## config.mk

```make
export PLATFORM = sky130hd
export DESIGN_NAME = matriz_mult_seq
export DESIGN_NICKNAME = d
export VERILOG_FILES = /design/src/rtl/matriz_mult_seq_pkg.sv /design/src/rtl/matriz_mult_seq_mac.sv /design/src/rtl/matriz_mult_seq.sv
export SDC_FILE = /design/constraint.sdc
export NUM_CORES = 2
export LEC_CHECK = 0
export CORE_ASPECT_RATIO = 0.5
export CORE_MARGIN = 3
export CORE_UTILIZATION = 47
export CTS_BUF_LIST = sky130_fd_sc_hd__clkbuf_16
export DETAILED_ROUTE_END_ITERATION = 6
export GPL_TIMING_DRIVEN = 0
export PLACE_DENSITY = 0.83
export SYNTH_ARGS = -nofsm -noshare
export SYNTH_HDL_FRONTEND = slang
export SYNTH_SLANG_ARGS = --single-unit
```

## constraint.sdc

```tcl
create_clock -name clk -period 26.7 [get_ports clk]
set_input_delay 4.005 -clock clk [delete_from_list [all_inputs] [get_ports clk]]
set_output_delay 4.005 -clock clk [all_outputs]
set_load 0.05 [all_outputs]
```

## src/rtl/matriz_mult_seq_pkg.sv

```systemverilog
// Shared definitions for the sequential matrix multiplier: FSM encoding,
// default geometry and the packed-element offset helper.
package matriz_mult_seq_pkg;

    localparam int DEF_N     = 5;
    localparam int DEF_W     = 8;
    localparam int DEF_BUS_W = 256;

    typedef enum logic [1:0] {
        ST_IDLE    = 2'd0,
        ST_COMPUTE = 2'd1,
        ST_FINISH  = 2'd2
    } state_e;

    // Bit offset of element (r,c) in a row-major packed N x N matrix of W-bit words.
    function automatic int unsigned elem_off(input int unsigned r, input int unsigned c,
                                             input int unsigned n, input int unsigned w);
        return w * (c + n * r);
    endfunction

endpackage

```

## src/rtl/matriz_mult_seq_mac.sv

```systemverilog
// Multiply-accumulate slice: keeps a 2W+3 bit running sum and presents the
// truncated or saturated element value plus an overflow flag for the final write.
module matriz_mac #(
    parameter int W = 8
) (
    input  logic         clk,
    input  logic         rst,
    input  logic         clr,
    input  logic         en,
    input  logic         last,
    input  logic         sat_en,
    input  logic [W-1:0] a,
    input  logic [W-1:0] b,
    output logic [W-1:0] res,
    output logic         ovf
);

    localparam int ACC_W = 2 * W + 3;
    localparam logic [ACC_W-1:0] MAX_V = ACC_W'({W{1'b1}});

    logic [ACC_W-1:0] acc_q, acc_d;
    logic [2*W-1:0]   prod;
    logic [ACC_W-1:0] sum;

    assign prod = a * b;
    assign sum  = acc_q + ACC_W'(prod);
    assign ovf  = (sum > MAX_V);
    assign res  = (sat_en && ovf) ? {W{1'b1}} : sum[W-1:0];

    always_comb begin
        acc_d = acc_q;
        if (clr) begin
            acc_d = '0;
        end else if (en) begin
            acc_d = last ? '0 : sum;
        end
    end

    always_ff @(posedge clk or posedge rst) begin
        if (rst) acc_q <= '0;
        else     acc_q <= acc_d;
    end

endmodule

```

## src/rtl/matriz_mult_seq.sv

```systemverilog
// Sequential M x M matrix multiplier: one multiply-accumulate per cycle over
// latched operands, results written element by element into a registered bus.
module matriz_mult_seq
    import matriz_mult_seq_pkg::*;
#(
    parameter int N     = DEF_N,
    parameter int W     = DEF_W,
    parameter int BUS_W = DEF_BUS_W
) (
    input  logic             clk,
    input  logic             rst,
    input  logic             start,
    input  logic [3:0]       size,
    input  logic             sat_en,
    input  logic [BUS_W-1:0] matriz_a,
    input  logic [BUS_W-1:0] matriz_b,
    output logic [BUS_W-1:0] data_c,
    output logic             busy,
    output logic             done,
    output logic             overflow,
    output logic [1:0]       dbg_state
);

    localparam int OFF_W = $clog2(BUS_W);

    state_e           state_q, state_d;
    logic [BUS_W-1:0] a_q, a_d, b_q, b_d, data_c_q, data_c_d;
    logic [3:0]       m_q, m_d, i_q, i_d, j_q, j_d, k_q, k_d;
    logic             sat_q, sat_d, busy_q, busy_d, done_q, done_d, ovf_q, ovf_d;
    logic             mac_clr, mac_en, mac_last, mac_ovf;
    logic [W-1:0]     mac_res;
    logic [OFF_W-1:0] off_a, off_b, off_c;
    logic [3:0]       m_eff;

    // Out-of-range sizes fall back to the full dimension.
    assign m_eff = (size == 4'd0 || size > 4'(N)) ? 4'(N) : size;

    assign off_a = OFF_W'(elem_off(32'(i_q), 32'(k_q), N, W));
    assign off_b = OFF_W'(elem_off(32'(k_q), 32'(j_q), N, W));
    assign off_c = OFF_W'(elem_off(32'(i_q), 32'(j_q), N, W));

    matriz_mac #(.W(W)) u_mac (
        .clk    (clk),
        .rst    (rst),
        .clr    (mac_clr),
        .en     (mac_en),
        .last   (mac_last),
        .sat_en (sat_q),
        .a      (a_q[off_a +: W]),
        .b      (b_q[off_b +: W]),
        .res    (mac_res),
        .ovf    (mac_ovf)
    );

    always_comb begin
        state_d  = state_q;
        a_d      = a_q;
        b_d      = b_q;
        m_d      = m_q;
        sat_d    = sat_q;
        i_d      = i_q;
        j_d      = j_q;
        k_d      = k_q;
        data_c_d = data_c_q;
        busy_d   = busy_q;
        done_d   = 1'b0;
        ovf_d    = ovf_q;
        mac_clr  = 1'b0;
        mac_en   = 1'b0;
        mac_last = 1'b0;
        case (state_q)
            ST_IDLE: begin
                if (start) begin
                    a_d      = matriz_a;
                    b_d      = matriz_b;
                    m_d      = m_eff;
                    sat_d    = sat_en;
                    i_d      = '0;
                    j_d      = '0;
                    k_d      = '0;
                    data_c_d = '0;
                    ovf_d    = 1'b0;
                    busy_d   = 1'b1;
                    mac_clr  = 1'b1;
                    state_d  = ST_COMPUTE;
                end
            end
            ST_COMPUTE: begin
                mac_en = 1'b1;
                if (k_q == m_q - 4'd1) begin
                    // Last term of C[i][j]: commit the element and advance j, then i.
                    mac_last              = 1'b1;
                    data_c_d[off_c +: W]  = mac_res;
                    if (mac_ovf) ovf_d    = 1'b1;
                    k_d = '0;
                    if (j_q == m_q - 4'd1) begin
                        j_d = '0;
                        if (i_q == m_q - 4'd1) begin
                            i_d     = '0;
                            busy_d  = 1'b0;
                            done_d  = 1'b1;
                            state_d = ST_FINISH;
                        end else begin
                            i_d = i_q + 4'd1;
                        end
                    end else begin
                        j_d = j_q + 4'd1;
                    end
                end else begin
                    k_d = k_q + 4'd1;
                end
            end
            ST_FINISH: state_d = ST_IDLE;
            default:   state_d = ST_IDLE;
        endcase
    end

    always_ff @(posedge clk or posedge rst) begin
        if (rst) begin
            state_q  <= ST_IDLE;
            a_q      <= '0;
            b_q      <= '0;
            m_q      <= '0;
            sat_q    <= 1'b0;
            i_q      <= '0;
            j_q      <= '0;
            k_q      <= '0;
            data_c_q <= '0;
            busy_q   <= 1'b0;
            done_q   <= 1'b0;
            ovf_q    <= 1'b0;
        end else begin
            state_q  <= state_d;
            a_q      <= a_d;
            b_q      <= b_d;
            m_q      <= m_d;
            sat_q    <= sat_d;
            i_q      <= i_d;
            j_q      <= j_d;
            k_q      <= k_d;
            data_c_q <= data_c_d;
            busy_q   <= busy_d;
            done_q   <= done_d;
            ovf_q    <= ovf_d;
        end
    end

    assign data_c    = data_c_q;
    assign busy      = busy_q;
    assign done      = done_q;
    assign overflow  = ovf_q;
    assign dbg_state = state_q;

endmodule
```

== Word level (Yosys, flattened, before mapping) ==
Index checks and enable logic that the tools add are counted.
Cells by class
  $add $sub $neg: 9
  multiplexer cells: 42
  equality and inequality tests: 9
  reduce and logical (&&, ||, !) cells: 13
  $mul: 3
  $lt $le $gt $ge: 2
  shift-type cells: 4
Operator list (count)
  $mux 256: 2
  $pmux 256 s2: 1
  $shiftx 256x9->8: 2
  $bwmux 256: 1
  $shift 8x10->256 const A: 1
  $shiftx 8x10->256: 1
  $mux 19: 3
  $mux 4: 8
  $pmux 4 s2: 3
  $add 19x16->19: 1
  $gt 19x8->1 const B: 1
  $mul 8x8->16: 1
  $mux 1: 16
  $add 4x5->5: 3
  $add 4x1->4 const B: 3
  $eq 4x4->1: 3
  $reduce_and 4->1: 3
  $mul 3x4->5 const A: 2
  $neg 8->10: 1
  $mux 2: 4
  $mux 8: 1
  $ne 2x2->1 const B: 4
  $reduce_and 5->1: 1
  $gt 4x3->1 const B: 1
  other kinds (12): 15
Storage, ports and cells
  register bits: 809
  output and inout bits: 261
  input bits: 520
  logic and storage cells: 95

== Depth between registers and ports, before layout ==
  depth in word-level cells: 12
  gate-level depth with buffers: 29
  depth with buffers taken out: 26

== Cells and area by module ==
A second synthesis with hierarchy kept.
Unflattened totals
  cell total of the unflattened synthesis: 3891
  area, all modules: 38858.5 sq um
Modules (own cells, without submodules)
  matriz_mult_seq: area an instance 35256.3 sq um, sequential area each 19769.0 sq um, cells each 3482, instances 1
  matriz_mac: area an instance 3602.2 sq um, sequential area each 475.5 sq um, cells each 409, instances 1

== Worst setup path before layout ==
OpenSTA, ideal clock, no wires.
  kind: register -> register
  start: register k_q[1]
  end: register data_c_q[16] (netlist: data_c[16])
  library setup time: 0.161 ns
  setup slack: 18.694 ns
  clock period less this slack: 8.006 ns
  path buffers: 2
  arrival: 7.846 ns
  required time: 26.539 ns
  cell stages (with the launch flop): 28
  cell sequence: dfrtp_1 > ha_1 > fa_1 > ha_1 > a21oi_1 > xnor2_1 > buf_6 > mux4_2 > mux2i_1 > nor2_1 > fa_1 > inv_1 > fa_1 > inv_1 > fa_1 > inv_1 > fa_1 > inv_1 > ha_1 > a21o_1 > a221o_1 > a41oi_1 > a211oi_1 > nor4_2 > nand4_4 > a21oi_2 > buf_2 > mux2i_1
Between the ends
  longest elaborated chain between the ends: 12
  elaborated cells between the ends (all ways): 17
  those cells by class: 3 x add/sub; 2 x mul; 1 x order compare; 2 x eq/ne; 3 x shift; 4 x mux; 2 x reduce/logical
Ends and longest elaborated chain
  from (decl): line matriz_mult_seq.sv:28  | logic [3:0] m_q, m_d, i_q, i_d, j_q, j_d, k_q, k_d;
  from (signal assigned): line matriz_mult_seq.sv:140  | k_q <= k_d;
  $mul 3x4->5: line matriz_mult_seq_pkg.sv:18  | return w * (c + n * r);
  $add 4x5->5: line matriz_mult_seq_pkg.sv:18
  $shiftx 256x9->8: line matriz_mult_seq.sv:50  | .b (b_q[off_b +: W]),
  $mul 8x8->16: line matriz_mult_seq_mac.sv:25  | assign prod = a * b;
  $add 19x16->19: line matriz_mult_seq_mac.sv:26  | assign sum = acc_q + ACC_W'(prod);
  $gt 19x8->1: line matriz_mult_seq_mac.sv:27  | assign ovf = (sum > MAX_V);
  $logic_and 1x1->1: line matriz_mult_seq_mac.sv:28  | assign res = (sat_en && ovf) ? {W{1'b1}} : sum[W-1:0];
  $mux 8: line matriz_mult_seq_mac.sv:28
  $shiftx 8x10->256: line matriz_mult_seq.sv:93  | data_c_d[off_c +: W] = mac_res;
  $bwmux 256: line matriz_mult_seq.sv:93
  $mux 256: line matriz_mult_seq.sv:90  | if (k_q == m_q - 4'd1) begin
  $pmux 256 s2: line matriz_mult_seq.sv:71  | case (state_q)
  to (signal assigned): line matriz_mult_seq.sv:141  | data_c_q <= data_c_d;
  to (decl): line matriz_mult_seq.sv:27  | logic [BUS_W-1:0] a_q, a_d, b_q, b_d, data_c_q, data_c_d;
Several ways; a longest one is shown, not always the timed one. The select of a mux whose other input is x is not followed.
A chain may end at the register's enable or synchronous reset.

== Final worst setup path ==
  start: register k_q[0]
  end: register data_c_q[94] (netlist: data_c[94])
The elaborated chain is that of the path after synthesis.

==> out/metrics.yaml <==
status: "finished, final reports clean"
grt_max_degree: 46
drtAntennaViolNets: 0
min_period_over_period_pct: 39.0
utilization_pct: 63.6
dpl_cell_area_mm2: 0.0472
cts_sinks: 809
port_buffers: 780
dr.pass1.iters: 6
start_util_pct: 48.1
power_leakage_nw: 24.3
drive_gt1_share_pct: 7.81
gp_congestion: 0.991
wire_per_inst_um: 24.8
io_pins: 781
crit_slowest_cell: "mux2i_1"
areaGrowthSynthToFinish_pct: 32.2
power_density_mw_per_mm2: 49.6
hold_class: "reg2reg"
synth.avg_cell_area_um2: 9.95
insertion_delay_ps: 670
grt_pass1_wl_um: 210000
crit_family: "adder cells"
critPathRequiredTime_ps: 27240
first_iter_violations: 3616
core.rowCount: 72
ir_drop_mv: 0.0431
core-area_mm2: 0.0783
startpoint_type: "flop"
critPathBufInv: 8
final_cell_count_no_fill: 5790
synthTopCellsByArea: "dfrtp_1 (54%), nand2_1 (18%), mux4_2 (9.2%)"
antenna_found_initial: 28
yosysUniqueCellTypes: 62
worstMarginPinSlew_ps: 1300
final_common_cell: "nand2_1"
fin_ws_ps: 16290
async_flop_share_pct: 100
cts_tree: "done"
groute.usage.overall_pct: 33.9
worstSetupEndpointType: "flop"
final_cell_mix: "nand2_1 (1761), dfrtp_1 (809), clkdlybuf4s50_1 (780), mux4_2 (154), clkbuf_1 (149)"
dp_hpwl_um: 111000
postCtsResizedCells: 0
fin_area_mm2: 0.0498
met1_usage_pct: 43.1
grt_pass1_vias: 33679
grt.met3_usage_pct: 6.76
numCtsBuffers: 75
hold_viol: 0
drc_errors: 0
cp_max_fo: 10
cts_root_buf: "clkbuf_16"
final.setup.tns_ps: 0
synth-edff-count: 0
post_cts_buffers: 0
slew_viol_final: 0
path_class: "reg2reg"
syn-num-nets: 4426
nets: 5306
fp.dieArea_mm2: 0.0838
hold_buffers: 0
die_y_um: 206
cap_violations: 0
max-clock-path-buffers: 3
post-place-ws_ps: 16550
max_freq_ghz: 0.0961
yosysTopAreaCell: "dfrtp_1"
die_x_um: 406
max_stage_delay_ps: 890
fin_crit_ps: 10410
grt.busiest_layer: "met2"
ys_seq_elements: 809
gr-total-overflow: 0
routed_wl_um: 143000
htree_levels: 3
rsz0062_at_grt: "false"
max-slew-margin-rel_pct: 13.3
synth_top_area_share_pct: 53.7
setup_viol: 0
netlist_area_mm2: 0.0377
synth_flop_cell: "dfrtp_1"
grtUsageMet2_pct: 53.7
finClkSkew_ps: 37.7
path_clk_slew_ps: 70
place_inst: 5625
worst_ep_arrival_time_ps: 10940
vias: 33046
holdWs_ps: 469
total_power_mw: 2.47
fill_cells: 6122
yosys_warnings: 0
yosysSeqAreaShare_pct: 53.7
synth_cells: 3787
vias_per_cell: 5.71
==> worst reg2reg max path, stage by stage (launching register included) <==
cell	delay (ps)
dfrtp_1	550
ha_1	240
inv_1	60
fa_1	480
buf_1	540
clkbuf_1	810
mux4_2	520
mux4_2	490
mux2i_1	890
nor2_1	190
fa_1	580
inv_1	60
fa_1	530
inv_1	50
fa_1	470
inv_1	50
fa_1	480
inv_1	50
ha_1	340
a21o_1	190
a221oi_1	600
o21ai_0	250
a31oi_1	260
xor2_1	280
nand4_4	260
a21oi_2	530
buf_2	380
o21ai_1	140
==> synthesized netlist by cell type (2+ instances only) <==
cell type	count
a211oi_1	7
inv_1	110
a221oi_1	2
or2_2	25
o21ai_1	148
o311a_1	2
o21ba_2	2
or3_1	2
clkbuf_1	149
nand2_1	1761
a21o_1	7
a31oi_1	10
o21ai_0	51
dfrtp_1	809
and2_1	4
nor4_1	3
o221ai_1	2
mux4_1	6
buf_2	32
o2111ai_1	2
o211ai_1	7
o2bb2ai_1	88
fa_1	54
a21oi_1	29
xnor2_1	26
nor2b_1	3
and4_1	2
o31ai_1	2
a21oi_2	16
and3_1	5
nor4_2	2
ha_1	65
xor2_1	11
nand3_1	24
nand2b_1	5
mux2i_1	25
mux4_2	154
nand4_1	4
a22o_1	13
o21bai_1	3
xnor3_1	2
buf_1	9
o21a_1	5
nor3_1	6
nor2_1	76
==> state kept, by name, indices dropped and copies added (netlist names) <==
register,count
data_c,256
k_q,4
busy,1
u_mac.acc_q,19
overflow,1
dbg_state,2
b_q,256
m_q,4
j_q,4
a_q,256
done,1
i_q,4
sat_q,1
==> report_power, final <==
part           switching (mW)  internal (mW)  total, mW
Combinational          0.0450         0.0738      0.119
Sequential                  0           1.22       1.22
Clock                   0.506          0.621       1.13
Total                   0.551           1.92       2.47
==> final timing paths <==
path | start | to | slack [ps] | depth (start not counted)
setup / recovery | k_q[0]$_DFFE_PP0P_ | data_c[94]$_DFFE_PP0P_ | 16290 | 27
hold reg to reg | b_q[149]$_DFFE_PP0P_ | b_q[149]$_DFFE_PP0P_ | 470 | 2
hold / removal | b_q[149]$_DFFE_PP0P_ | b_q[149]$_DFFE_PP0P_ | 470 | 2
max in group asynchronous | rst | b_q[109]$_DFFE_PP0P_ | 20790 | 8
setup reg to reg | k_q[0]$_DFFE_PP0P_ | data_c[94]$_DFFE_PP0P_ | 16290 | 27
min in group asynchronous | rst | a_q[160]$_DFFE_PP0P_ | 3830 | 2
==> layout make-up <==
| cell class | count | area [um^2] | share of cell area [%] |
|---|---|---|---|
| inverter | 110 | 417 | 0.837 |
| antenna | 27 | 67.6 | 0.136 |
| sequential | 809 | 20200 | 40.7 |
| multi-input combinational | 2676 | 16200 | 32.6 |
| tap | 1036 | 1300 | 2.60 |
| clock inverter | 59 | 543 | 1.09 |
| clock buffer | 78 | 1950 | 3.92 |
| buffer | 192 | 772 | 1.55 |
| timing repair buffer | 803 | 8260 | 16.6 |
==> layer usage <==
metal | wire [um] | vias up
met5 | 34 | -
met4 | 10700 | 4
met3 | 11300 | 465
met2 | 67800 | 1750
met1 | 53600 | 16568
li1 | - | 14259
==> cells by family (layout without fill, tap and decap cells) <==
| logic type | Yosys count | after routing | share of synthesized area [%] |
|---|---|---|---|
| other cells | 0 | 27 | 0 |
| xor+xnor | 39 | 39 | 0.980 |
| buf+inv | 302 | 1242 | 3.15 |
| compound gates | 403 | 403 | 6.94 |
| mux | 186 | 186 | 10.3 |
| flops | 809 | 809 | 53.7 |
| fa+ha+maj | 119 | 119 | 5.03 |
| simple gates | 1929 | 1929 | 19.8 |
Power figures use the tool's default switching activity.
